$ cat src/rtl/mem_port_arbiter_pkg.sv
// Shared definitions for the rvMagic memory port arbiter: FSM states, owners, mode encodings.
package mem_port_arbiter_pkg;
  typedef enum logic [1:0] {IDLE, ISSUE, WAIT_RD} arb_state_e;
  typedef enum logic {OWN_IF, OWN_D} arb_owner_e;

  localparam logic MEM_MODE_WORD = 1'b0;
  localparam logic MEM_MODE_BYTE = 1'b1;
  localparam int unsigned STARVE_MAX_DEF = 4;
endpackage

$ cat src/rtl/mem_arb_pick.sv
// Winner selection between fetch and data ports; data has priority until the fetch has
// watched STARVE_MAX data grants go by, then the fetch is forced through.
module mem_arb_pick
  import mem_port_arbiter_pkg::*;
#(
  parameter int unsigned STARVE_MAX = STARVE_MAX_DEF
) (
  input  logic       clk,
  input  logic       rst_n,
  input  logic       if_elig_i,
  input  logic       d_elig_i,
  input  logic       grant_i,
  output arb_owner_e owner_o
);
  localparam int unsigned CNT_W = $clog2(STARVE_MAX + 1);

  logic [CNT_W-1:0] starve_q, starve_d;
  logic             starved;

  assign starved = (starve_q == CNT_W'(STARVE_MAX));
  assign owner_o = (d_elig_i && !(if_elig_i && starved)) ? OWN_D : OWN_IF;

  always_comb begin
    starve_d = starve_q;
    if (grant_i) begin
      if (owner_o == OWN_IF) begin
        starve_d = '0;
      end else if (if_elig_i && !starved) begin
        starve_d = starve_q + CNT_W'(1);
      end
    end
  end

  always_ff @(posedge clk or negedge rst_n) begin
    if (!rst_n) begin
      starve_q <= '0;
    end else begin
      starve_q <= starve_d;
    end
  end
endmodule

$ cat src/rtl/mem_port_arbiter.sv
// Arbitrates instruction fetch and data load/store onto one req/gnt/rvalid memory bus,
// routes responses back and stalls the pipeline until every request of the step is served.
module mem_port_arbiter
  import mem_port_arbiter_pkg::*;
#(
  parameter int unsigned ADDR_W     = 32,
  parameter int unsigned DATA_W     = 32,
  parameter int unsigned STARVE_MAX = STARVE_MAX_DEF
) (
  input  logic              clk,
  input  logic              rst_n,
  input  logic              if_req,
  input  logic [ADDR_W-1:0] if_addr,
  output logic [DATA_W-1:0] if_rdata,
  output logic              if_valid,
  input  logic              d_rd,
  input  logic              d_wr,
  input  logic              d_mode,
  input  logic [ADDR_W-1:0] d_addr,
  input  logic [DATA_W-1:0] d_wdata,
  output logic [DATA_W-1:0] d_rdata,
  output logic              d_valid,
  output logic              mem_req,
  output logic              mem_we,
  output logic              mem_mode,
  output logic [ADDR_W-1:0] mem_addr,
  output logic [DATA_W-1:0] mem_wdata,
  input  logic              mem_gnt,
  input  logic              mem_rvalid,
  input  logic [DATA_W-1:0] mem_rdata,
  output logic              stall_n
);
  arb_state_e        state_q, state_d;
  arb_owner_e        owner_q, owner_d, pick_owner;
  logic [ADDR_W-1:0] addr_q, addr_d;
  logic [DATA_W-1:0] wdata_q, wdata_d;
  logic [DATA_W-1:0] if_rdata_q, if_rdata_d, d_rdata_q, d_rdata_d;
  logic              we_q, we_d, mode_q, mode_d;
  logic              if_valid_q, if_valid_d, d_valid_q, d_valid_d;
  logic              if_done_q, if_done_d, d_done_q, d_done_d;
  logic              d_req, if_elig, d_elig, grant;

  // A port pulsing valid this cycle is finished for the step even though its done flag lags.
  assign d_req   = d_rd | d_wr;
  assign if_elig = if_req & ~if_done_q & ~if_valid_q;
  assign d_elig  = d_req & ~d_done_q & ~d_valid_q;
  assign grant   = (state_q == IDLE) & (if_elig | d_elig);
  assign stall_n = (~if_req | if_done_q | if_valid_q) & (~d_req | d_done_q | d_valid_q);

  mem_arb_pick #(
    .STARVE_MAX(STARVE_MAX)
  ) u_pick (
    .clk      (clk),
    .rst_n    (rst_n),
    .if_elig_i(if_elig),
    .d_elig_i (d_elig),
    .grant_i  (grant),
    .owner_o  (pick_owner)
  );

  always_comb begin
    state_d    = state_q;
    owner_d    = owner_q;
    addr_d     = addr_q;
    we_d       = we_q;
    mode_d     = mode_q;
    wdata_d    = wdata_q;
    if_rdata_d = if_rdata_q;
    d_rdata_d  = d_rdata_q;
    if_valid_d = 1'b0;
    d_valid_d  = 1'b0;
    unique case (state_q)
      IDLE: begin
        if (grant) begin
          state_d = ISSUE;
          owner_d = pick_owner;
          if (pick_owner == OWN_D) begin
            addr_d  = d_addr;
            we_d    = d_wr;
            mode_d  = d_mode ? MEM_MODE_BYTE : MEM_MODE_WORD;
            wdata_d = d_wr ? d_wdata : '0;
          end else begin
            addr_d  = if_addr;
            we_d    = 1'b0;
            mode_d  = MEM_MODE_WORD;
            wdata_d = '0;
          end
        end
      end
      ISSUE: begin
        if (mem_gnt) begin
          if (we_q) begin
            d_valid_d = 1'b1;
            state_d   = IDLE;
          end else begin
            state_d = WAIT_RD;
          end
        end
      end
      WAIT_RD: begin
        if (mem_rvalid) begin
          state_d = IDLE;
          if (owner_q == OWN_IF) begin
            if_rdata_d = mem_rdata;
            if_valid_d = 1'b1;
          end else begin
            d_rdata_d = mem_rdata;
            d_valid_d = 1'b1;
          end
        end
      end
      default: state_d = IDLE;
    endcase
    if_done_d = stall_n ? 1'b0 : (if_done_q | if_valid_q);
    d_done_d  = stall_n ? 1'b0 : (d_done_q | d_valid_q);
  end

  always_ff @(posedge clk or negedge rst_n) begin
    if (!rst_n) begin
      state_q    <= IDLE;
      owner_q    <= OWN_IF;
      addr_q     <= '0;
      we_q       <= 1'b0;
      mode_q     <= 1'b0;
      wdata_q    <= '0;
      if_rdata_q <= '0;
      d_rdata_q  <= '0;
      if_valid_q <= 1'b0;
      d_valid_q  <= 1'b0;
      if_done_q  <= 1'b0;
      d_done_q   <= 1'b0;
    end else begin
      state_q    <= state_d;
      owner_q    <= owner_d;
      addr_q     <= addr_d;
      we_q       <= we_d;
      mode_q     <= mode_d;
      wdata_q    <= wdata_d;
      if_rdata_q <= if_rdata_d;
      d_rdata_q  <= d_rdata_d;
      if_valid_q <= if_valid_d;
      d_valid_q  <= d_valid_d;
      if_done_q  <= if_done_d;
      d_done_q   <= d_done_d;
    end
  end

  assign mem_req   = (state_q == ISSUE);
  assign mem_we    = mem_req & we_q;
  assign mem_mode  = mem_req & mode_q;
  assign mem_addr  = mem_req ? addr_q : '0;
  assign mem_wdata = mem_req ? wdata_q : '0;
  assign if_rdata  = if_rdata_q;
  assign d_rdata   = d_rdata_q;
  assign if_valid  = if_valid_q;
  assign d_valid   = d_valid_q;
endmodule
$ cat config.mk
export PLATFORM = sky130hd
export DESIGN_NAME = mem_port_arbiter
export DESIGN_NICKNAME = d
export VERILOG_FILES = /design/src/rtl/mem_port_arbiter_pkg.sv /design/src/rtl/mem_arb_pick.sv /design/src/rtl/mem_port_arbiter.sv
export SDC_FILE = /design/constraint.sdc
export NUM_CORES = 1
export LEC_CHECK = 0
export CORE_UTILIZATION = 28
export CTS_BUF_LIST = sky130_fd_sc_hd__clkbuf_4
export DETAILED_ROUTE_END_ITERATION = 12
export PLACE_DENSITY = 0.6
export SLEW_MARGIN = 20
export SYNTH_ARGS = -nofsm -noshare
export SYNTH_HDL_FRONTEND = slang
export SYNTH_SLANG_ARGS = --single-unit
$ cat constraint.sdc
create_clock -name clk -period 2 [get_ports clk]
set_input_delay 0.3 -clock clk [delete_from_list [all_inputs] [get_ports clk]]
set_output_delay 0.3 -clock clk [all_outputs]
set_load 0.01 [all_outputs]
==> results summary <==
The run finished, with violations left. The final reports fail on setup timing. The routed design could run at a clock period as short as 2.08 ns. The largest net degree at the start of global routing came out at 47. The required time at the worst-slack endpoint is 1.70 ns. The synthesized instance count came out at 582.

After detailed routing, the average wire length per cell comes to 17.6 um. The nature of the critical path endpoint is an output port. STA puts the critical path data arrival time at 1.78 ns. The total area inside the core boundary comes to 21100 um^2. The die is 149 um tall. The floorplan step defined a die boundary enclosing 22200 um^2. The first detailed-routing pass took 4 iterations. The count of endpoints failing setup in the final report came out at 14. Averaged over all synthesized cells, the footprint is 10.4 um^2.

The number of nets in the final layout is 1016. Using the TritonRoute via totals, the vias-per-cell ratio works out to 4.63. After synthesis, the largest family of logic cells by area is simple AND/OR/NAND/NOR gates. The worst setup slack before clock tree synthesis came out at -0.192 ns. The area of all placed cells without fillers came out at 9910 um^2.

Summing all placed instances gives a cell area of 9200 um^2. The clock insertion delay at the later pin of the skew report is 0.53 ns. After floorplanning, the core was divided into 53 placement rows. The main flop type after synthesis is sky130_fd_sc_hd__dfrtp_1.

In this run the clock root is driven by a sky130_fd_sc_hd__clkbuf_4. The number of pins exceeding their max-slew limit in the final report came to 0. The effective utilization at floorplan came out at 28.6%. Static timing analysis puts the maximum clock frequency at 0.480 GHz. Summing the areas of all fa, ha and maj instances in the mapped netlist gives 1.04% of the synthesized area.

The I/O pin total came out at 270. The share of layout cells above drive strength 1 came out at 26.7%. In this run the critical register-to-register path is captured at wdata_q[2]$_DFFE_PN0P_. For the worst flop-to-flop path, the logic depth is 6. The placer's final routability congestion estimate is 0.774. Across the VDD grid, the largest voltage drop is 586 uV. The final clock skew is 0.0261 ns. The number of CTS-inserted buffers came out at 17. The share of the cycle needed by the critical path after routing came out at 104%. The post-synthesis instance area came out at 6040 um^2. In this run the static leakage power is 0.00458 uW.

The worst-margin pin slew came out at 0.495 ns. After synthesis, the most frequently instantiated cells are sky130_fd_sc_hd__nand2_1, sky130_fd_sc_hd__dfrtp_1, sky130_fd_sc_hd__and2_1. The most repeated cell in the gate-level netlist after synthesis is sky130_fd_sc_hd__nand2_1. The startpoint identified for the worst register-to-register timing path is if_valid$_DFF_PN0_. The Yosys step of the flow raised 0 warnings. For this run, design rule violations remaining after detail routing come to 0. The die is 149 um wide. The worst-case headroom to the max-slew limit came out at 67.0%. The power density over the cells is 1530 nW/um^2. The clock transition at the registers of the reported paths came out at 0.13 ns. The overall overflow remaining after global route came out at 0. The worst setup path is launched from a flip-flop. The number of sinks handled by clock tree synthesis came out at 140.

In the synthesized netlist, mux cells make up 6.13% of the area. The number of levels in the clock H-tree is 4. The unique cell type count in the Yosys netlist came out at 32. The total number of vias is 5391. The initial detailed-routing violation count is 230. Counting flops with a built-in enable in the synthesized netlist gives 0. Of all nets on the critical path, the largest fanout is 8.

In the post-synthesis netlist, the biggest area contributors are sky130_fd_sc_hd__dfrtp_1, sky130_fd_sc_hd__nand2_1, sky130_fd_sc_hd__and2_1. The first global-routing pass estimated 31600 um of wire. The setup slack of the worst register-to-register path came out at 0.10 ns. The flop and latch count out of synthesis is 140.

The number of global-route vias before repair came out at 5689. The worst-case hold slack came out at 0.263 ns. The layout-stage area growth over the synthesis result came out at 64.2%. The post-synthesis async set-or-reset flop share is 100%.

The smallest setup slack after layout came out at -0.0829 ns. The initial antenna violation count is 1. The post-synthesis sequential area ratio is 58.0%. The synthesized design spends more area on one cell type than any other, namely sky130_fd_sc_hd__dfrtp_1. In this run the remaining antenna-violating nets after routing total 0. The HPWL after detailed placement is 12600 um. The area fraction in and, or, nand and nor cells after synthesis is 18.4%. Setup repair after global routing could not meet its margin everywhere. The fraction of synthesized cell area taken by the top area cell type is 58.0%. During placement, the flow inserted port buffers numbering 269. In this run the deepest clock path goes through 2 buffers. The area share of xor/xnor cells in the synthesized design is 0%. The critical path is of the reg2out type. The clock tree from TritonCTS is done.

The final number of hold-violating endpoints is 0. The aggregate routed wire length is 20400 um. The number of max-capacitance violations reported came out at 0.

The global router's overall resource usage is 18.8%. The synthesized netlist devotes 12.6% of its cell area to compound gates. The tightest min-delay check is of the in2async type. The number of nets in the synthesized netlist is 723.
==> cells by family after synthesis <==
| family | after synthesis |
|---|---|
| and+or+nand+nor | 243 |
| DFF | 140 |
| AOI/OAI and AO/OA | 111 |
| buffers and inverters | 50 |
| muxes | 33 |
| adders and majority gates | 5 |
==> sequential cells by signal (all words and copies together) (netlist names), 2 cells and up <==
signal	flops
state_q	2
wdata_q	32
if_rdata	32
d_rdata	32
u_pick.starve_q	3
addr_q	32
==> stage by stage <==
| step | util (%) | instances | power, uW | TNS (ns) |
|---|---|---|---|---|
| after floorplan | - | 582 | 8270 | 0 |
| after global placement | 43.6 | 1111 | 12000 | -4.65 |
| after detailed placement | 43.6 | 1111 | 12100 | -6.72 |
| after CTS | 47.1 | 1166 | 15500 | -9.72 |
| after global routing | 47.0 | 1164 | 16200 | -7.54 |
| final | 47.0 | 1164 | 15200 | -0.980 |
==> area by class of cell <==
type	instances	area, um^2
multi-input combinational	392	2460
clock inverter	14	168
fill	2025	11200
antenna	1	2.50
inverter	8	30.0
clock buffer	18	135
timing repair buffer	316	3270
tap	275	344
sequential	140	3500
==> metal layers <==
layer	GRT usage, %	routed length, um	share of wire [%]	up-vias
met1	23.5	9000	44	2617
met2	30.5	9350	46	211
met3	6.85	1860	9.1	17
met4	4.69	229	1.1	0
li1	-	-	-	2546
met5	0	0	0	-
==> cells in the final DEF, fill, tap and decap left out, drive strengths merged <==
cell,synthesis,final
a21oi,33,33
mux2i,1,1
dlygate4sd3,0,1
clkinv,0,5
o22ai,1,1
and3,1,1
o211ai,1,1
nand3b,1,1
diode,0,1
nor3b,1,1
bufinv,0,3
buf,17,113
inv,8,11
ha,5,5
dfrtp,140,140
a31oi,32,32
nand2,163,163
o22a,1,1
nand2b,1,1
or3b,1,1
o211a,2,2
or2,1,1
mux2,32,32
a22o,33,33
nor2b,1,1
a21o,2,2
nor2,2,2
and2,68,68
a21boi,1,1
nand3,3,3
a32o,2,2
o21ai,3,3
clkbuf,25,20
clkinvlp,0,3
clkdlybuf4s50,0,200
==> power breakdown <==
part | internal [uW] | switching (uW)
Clock | 885 | 1130
Sequential | 4190 | 738
Combinational | 4600 | 3610
==> how the worst max path moves through the flow <==
stage	from	end	slack, ns
after global routing	state_q[1]$_DFFE_PN0P_	mem_addr[2]	-0.21
after global placement	d_wr	stall_n	-0.18
after detailed placement	d_wr	stall_n	-0.19
after floorplan	if_valid$_DFF_PN0_	wdata_q[3]$_DFFE_PN0P_	0.23
final	state_q[1]$_DFFE_PN0P_	mem_addr[2]	-0.08
after CTS	state_q[1]$_DFFE_PN0P_	mem_addr[2]	-0.18
==> what timing repair did <==
action                                 in CTS  in global routing
endpoints found under the hold margin      39                  0
setup endpoints to repair                  68                 71
resized for setup                         367                 28
hold buffers                                1                  0
pin swaps                                   1                  2
gates cloned                                7                  1
setup buffers                              15                  3
==> worst max-delay path: stages, from the launching register on <==
cell and delay, ns:
sky130_fd_sc_hd__dfrtp_1 0.39, sky130_fd_sc_hd__inv_2 0.06, sky130_fd_sc_hd__ha_4 0.17, sky130_fd_sc_hd__buf_12 0.15
sky130_fd_sc_hd__buf_12 0.13, sky130_fd_sc_hd__buf_12 0.13, sky130_fd_sc_hd__and2_4 0.14, sky130_fd_sc_hd__buf_6 0.11
(Power assumes the default switching activity.)
